<file path="src/rtl/cmp_result_collector.sv">
// Collector for the pipelined 4-bit magnitude comparator: tags flags with their issue,
// checks one-hot encoding, keeps saturating statistics and serves snapshots via req/ack.
module cmp_result_collector #(
    parameter int unsigned LATENCY = 2,
    parameter int unsigned CNT_W   = 16
) (
    input  logic             clk,
    input  logic             rst_n,
    input  logic             issue_valid,
    input  logic             A_greater,
    input  logic             A_equal,
    input  logic             A_less,
    input  logic             clear,
    output logic             result_valid,
    output logic [1:0]       result_code,
    output logic             onehot_err,
    input  logic             snap_req,
    output logic             snap_valid,
    input  logic             snap_ack,
    output logic [CNT_W-1:0] snap_gt,
    output logic [CNT_W-1:0] snap_eq,
    output logic [CNT_W-1:0] snap_lt,
    output logic [CNT_W-1:0] snap_err,
    output logic [CNT_W-1:0] snap_total
);

    typedef enum logic {S_IDLE, S_HOLD} snap_state_e;

    logic [LATENCY-1:0] vpipe_q, vpipe_d;
    logic               sample;
    logic [1:0]         code;
    logic               malformed;

    logic [CNT_W-1:0] gt_q, gt_d, eq_q, eq_d, lt_q, lt_d, err_q, err_d, total_q, total_d;
    logic             oh_q, oh_d;
    logic             rv_q, rv_d;
    logic [1:0]       rc_q, rc_d;

    snap_state_e      state_q, state_d;
    logic [CNT_W-1:0] sgt_q, sgt_d, seq_q, seq_d, slt_q, slt_d, serr_q, serr_d, stot_q, stot_d;

    function automatic logic [CNT_W-1:0] sat_inc(input logic [CNT_W-1:0] v);
        return (v == '1) ? v : v + CNT_W'(1);
    endfunction

    always_comb begin
        vpipe_d    = vpipe_q;
        vpipe_d[0] = issue_valid;
        for (int unsigned i = 1; i < LATENCY; i++) begin
            vpipe_d[i] = vpipe_q[i-1];
        end
    end

    assign sample = vpipe_q[LATENCY-1];

    always_comb begin
        code      = 2'b00;
        malformed = 1'b1;
        case ({A_greater, A_equal, A_less})
            3'b100:  begin code = 2'b01; malformed = 1'b0; end
            3'b010:  begin code = 2'b10; malformed = 1'b0; end
            3'b001:  begin code = 2'b11; malformed = 1'b0; end
            default: ;
        endcase
    end

    // clear wins over a same-cycle sample; the result pulse is still emitted
    always_comb begin
        gt_d    = gt_q;
        eq_d    = eq_q;
        lt_d    = lt_q;
        err_d   = err_q;
        total_d = total_q;
        oh_d    = oh_q;
        rv_d    = sample;
        rc_d    = sample ? code : 2'b00;
        if (clear) begin
            gt_d    = '0;
            eq_d    = '0;
            lt_d    = '0;
            err_d   = '0;
            total_d = '0;
            oh_d    = 1'b0;
        end else if (sample) begin
            total_d = sat_inc(total_q);
            case (code)
                2'b01:   gt_d = sat_inc(gt_q);
                2'b10:   eq_d = sat_inc(eq_q);
                2'b11:   lt_d = sat_inc(lt_q);
                default: begin
                    err_d = sat_inc(err_q);
                    oh_d  = malformed;
                end
            endcase
        end
    end

    always_comb begin
        state_d = state_q;
        sgt_d   = sgt_q;
        seq_d   = seq_q;
        slt_d   = slt_q;
        serr_d  = serr_q;
        stot_d  = stot_q;
        case (state_q)
            S_IDLE: if (snap_req) begin
                state_d = S_HOLD;
                sgt_d   = gt_q;
                seq_d   = eq_q;
                slt_d   = lt_q;
                serr_d  = err_q;
                stot_d  = total_q;
            end
            S_HOLD: if (snap_ack) state_d = S_IDLE;
            default: state_d = S_IDLE;
        endcase
    end

    always_ff @(posedge clk or negedge rst_n) begin
        if (!rst_n) begin
            vpipe_q <= '0;
            gt_q    <= '0;
            eq_q    <= '0;
            lt_q    <= '0;
            err_q   <= '0;
            total_q <= '0;
            oh_q    <= 1'b0;
            rv_q    <= 1'b0;
            rc_q    <= 2'b00;
            state_q <= S_IDLE;
            sgt_q   <= '0;
            seq_q   <= '0;
            slt_q   <= '0;
            serr_q  <= '0;
            stot_q  <= '0;
        end else begin
            vpipe_q <= vpipe_d;
            gt_q    <= gt_d;
            eq_q    <= eq_d;
            lt_q    <= lt_d;
            err_q   <= err_d;
            total_q <= total_d;
            oh_q    <= oh_d;
            rv_q    <= rv_d;
            rc_q    <= rc_d;
            state_q <= state_d;
            sgt_q   <= sgt_d;
            seq_q   <= seq_d;
            slt_q   <= slt_d;
            serr_q  <= serr_d;
            stot_q  <= stot_d;
        end
    end

    assign result_valid = rv_q;
    assign result_code  = rc_q;
    assign onehot_err   = oh_q;
    assign snap_valid   = (state_q == S_HOLD);
    assign snap_gt      = sgt_q;
    assign snap_eq      = seq_q;
    assign snap_lt      = slt_q;
    assign snap_err     = serr_q;
    assign snap_total   = stot_q;

endmodule
</file>
<file path="config.mk">
export PLATFORM = sky130hd
export DESIGN_NAME = cmp_result_collector
export DESIGN_NICKNAME = d
export VERILOG_FILES = /design/src/rtl/cmp_result_collector.sv
export SDC_FILE = /design/constraint.sdc
export NUM_CORES = 1
export LEC_CHECK = 0
export ABC_CLOCK_PERIOD_IN_PS = 3200
export CAP_MARGIN = 0
export CORE_MARGIN = 2
export CORE_UTILIZATION = 60
export CTS_BUF_LIST = sky130_fd_sc_hd__clkbuf_4
export DETAILED_ROUTE_END_ITERATION = 7
export GPL_TIMING_DRIVEN = 0
export PLACE_DENSITY = 0.82
export SLEW_MARGIN = 20
export SYNTH_ARGS = -nofsm -noshare
export SYNTH_HDL_FRONTEND = slang
export SYNTH_SLANG_ARGS = --single-unit
</file>
<file path="constraint.sdc">
create_clock -name clk -period 3.2 [get_ports clk]
set_input_delay 0.64 -clock clk [delete_from_list [all_inputs] [get_ports clk]]
set_output_delay 0.64 -clock clk [all_outputs]
set_load 0.005 [all_outputs]
</file>
==> summary.txt <==
STA
  – Rel. slew slack: 0.530
  – Fmax: 415 MHz
  – RSZ-0062 raised after global routing: false
  – Least-Margin Pin Slew: 0.699 ns
  – Final worst slack: 0.788 ns
  – Final Cycle Share: 0.754
  – Final min period: about 2.4 ns
  – Max Slew Vio Count: 0
  – Fin. Hold Viols: 0
  – Skew final: 0.0114 ns
  – Setup Viol. Count Final: 0

GRT
  – Antenna violations before repair: 1
  – GR Overflow Total: 0
  – Pin count of the biggest net entering global routing: 92
  – Vias in the first global route: 6146
  – Overall Global Routing Usage: 0.270
  – First-pass GRT wire length: 30.0 mm

Logic synthesis
  – Synth Net Count: 696
  – Adder-cell share of the synthesized area: 0.00809
  – Netlist cell types: 52
  – Largest family of logic cells by synthesized area: simple AND/OR/NAND/NOR gates
  – Cells after Synth: 682
  – Post-Syn Area: 7730 um2
  – EDFF count, synth: 0
  – Synth Area in Simple Gates: 0.172
  – Multiplexer share of the synthesized area: 0.127
  – Primary FF master, synth: dfrtp_1
  – Synthesis Warnings: 0
  – Synth async-reset ratio: 1.00
  – Sequential area share after synthesis: 0.540
  – XOR/XNOR share of the synthesized area: 0.00793
  – Synth Area per Inst: 11.3 um2
  – Synth Area in Compound Gates: 0.118
  – Synth Register Bits: 167

Floorplanning
  – Die X-Extent: 118 um
  – Core area: around 13000 um2
  – I/O pins: 94
  – Row Count: 41
  – Initial core utilization: 0.613
  – Die Y: 118 um
  – Die footprint: between 10000 and 15000 um2

Power and ir drop
  – Sw Pwr: 0.868 mW
  – Sequential power share: 0.566
  – Leak: 3.92 nW
  – Clock share of power: 0.360
  – Power density over cell area: 415 nW/um2
  – Pwr Total: 3.82 mW
  – Comb power frac: 0.074
  – Internal: 2.96 mW
  – Sw Share: 0.227
  – VDD IR max: 258 uV

Cells and area
  – Area grow syn2layout: 19.1%
  – Util after Layout: 0.730
  – Post-layout net count: 806
  – Final instance area: between 9000 and 10000 um2
  – Fillers: 932
  – Share of cells above drive strength 1: 0.170
  – N_diodes: 0
  – Final Instance Count excl. Fillers: 976

Detailed routing
  – # DRC: 0
  – Antenna Nets Post-Route: 0
  – 1st-pass router iterations: 5
  – Initial drt markers: between 400 and 500
  – Via density: 6.31
  – Vias: between 6000 and 7000
  – Routed WL per cell: 18.2 um
  – Routed wire length: 17.7 mm

Setup path
  – Critical path fanouts, max: 10
  – Setup CP Type: input pin to flop
  – Critical Path Source: clear
  – Worst EP required: 3.62 ns
  – CP Capture Type: flop
  – Arrival time at the worst endpoint: 2.83 ns
  – Worst r2r src: total_q[0]
  – CP Launch Type: input pin

Clocking
  – CTS Sinks: 167
  – CTS tree: done
  – CTS H-tree depth: 4
  – Root Buffer: clkbuf_4
  – Quantity of gates resized following cts: 0
  – Reg clk slew, reported paths: around 0.11 ns
  – Post-CTS setup buffers: 0
  – Cts hold-fix bufs: 0
  – Clock tree buffer depth: 2
  – Clock buffer count from CTS: 17
  – Clk Latency, worst-skew pair: 0.57 ns

Run
  – MaxCap Viol Count: 0

Placement
  – Cells after DPL: between 900 and 1000
  – Post-Place Worst Slack: 0.220 ns
  – Placed Area: 8880 um2
  – HPWL after DPL: 12.6 mm
  – Gpl congestion: approximately 0.91
  – Port Buffers: 90

Run status
  – Outcome: finished, final reports clean

Worst hold path
  – HP Class: input pin to async pin
power by group through the flow:
stage                     Clock, mW  Sequential [mW]  Combinational, mW
after global routing           1.50             2.17              0.313
after global placement            0             2.20              0.274
after floorplan                   0             2.20              0.144
after detailed placement          0             2.21              0.287
after CTS                      1.40             2.17              0.288
final                          1.38             2.16              0.284
layer usage:
layer,vias up,wire (um),GRT usage
li1,2831,-,-
met1,3103,7480,0.353
met2,182,8900,0.434
met3,36,976,0.0683
met4,2,354,0.107
met5,-,7,0
placed cells by master, fill, tap and decap left out, drive strengths merged, types with 26 or more instances in the layout:
cell type / count
nand2: 33
o31ai: 27
clkbuf: 45
o21ai: 35
or4: 26
mux2: 84
clkdlybuf4s50: 89
a21oi: 53
nand4: 32
dfrtp: 167
sequential cells by signal (all words and copies together), names as in the netlist:
signal and count:
snap_eq 16, snap_gt 16, result_code 2, snap_err 16
eq_q 16, lt_q 16, onehot_err 1, vpipe_q 2
snap_total 16, err_q 16, snap_lt 16, total_q 16
gt_q 16, snap_valid 1, result_valid 1
synth_stat cells (13+ instances only):
| library cell | instances | area share |
|---|---|---|
| a21oi_1 | 53 | 0.034 |
| and3_1 | 13 | 0.011 |
| clkbuf_1 | 25 | 0.012 |
| dfrtp_1 | 167 | 0.54 |
| mux2_2 | 84 | 0.12 |
| nand2_1 | 33 | 0.016 |
| nand3_1 | 24 | 0.016 |
| nand4_1 | 32 | 0.026 |
| nor2_1 | 19 | 0.0092 |
| o21ai_0 | 35 | 0.023 |
| o31ai_1 | 27 | 0.026 |
| or3_1 | 22 | 0.018 |
| or4_1 | 26 | 0.025 |
stage by stage:
step           setup TNS [ns]  hold WS (ns)
3_5_place_dp                0         0.357
6_report                    0        0.0285
3_3_place_gp          -831.92         0.344
5_1_grt                     0        0.0305
2_1_floorplan               0         0.331
4_1_cts                     0        0.0251
cell families (layout without fill, tap and decap cells):
kind of cell	count (synthesis)	in the layout
flops	167	167
fa+ha+maj	5	5
simple gates	221	221
mux	88	88
compound gates	146	146
buf+inv	48	170
xor+xnor	7	7
layout make-up:
cell class                 count  area (um2)  area share
sequential                   167        4180       0.454
multi-input combinational    467        3350       0.364
timing repair buffer          91         933       0.101
tap                          172         215      0.0234
clock inverter                12         183      0.0198
buffer                        38         169      0.0183
clock buffer                  19         143      0.0155
inverter                      10        37.5     0.00408
worst max-delay path: stages:
cell and delay, ns:
clkdlybuf4s50_1 0.59, clkbuf_1 0.41, clkbuf_1 0.50, clkbuf_1 0.60, a21oi_1 0.10
final timing paths:
kind / to / slack [ns] / cells after the start
worst max-delay path: eq_q[3] / 0.79 / 5
worst min-delay path: snap_err[2] / 0.03 / 1
worst max register to register: total_q[2] / 0.94 / 7
worst min register to register: vpipe_q[1] / 0.37 / 0
max in group asynchronous: eq_q[4] / 2.35 / 2
min in group clk: result_code[0] / 0.26 / 2
No activity file was read; power rests on OpenSTA's default activity.
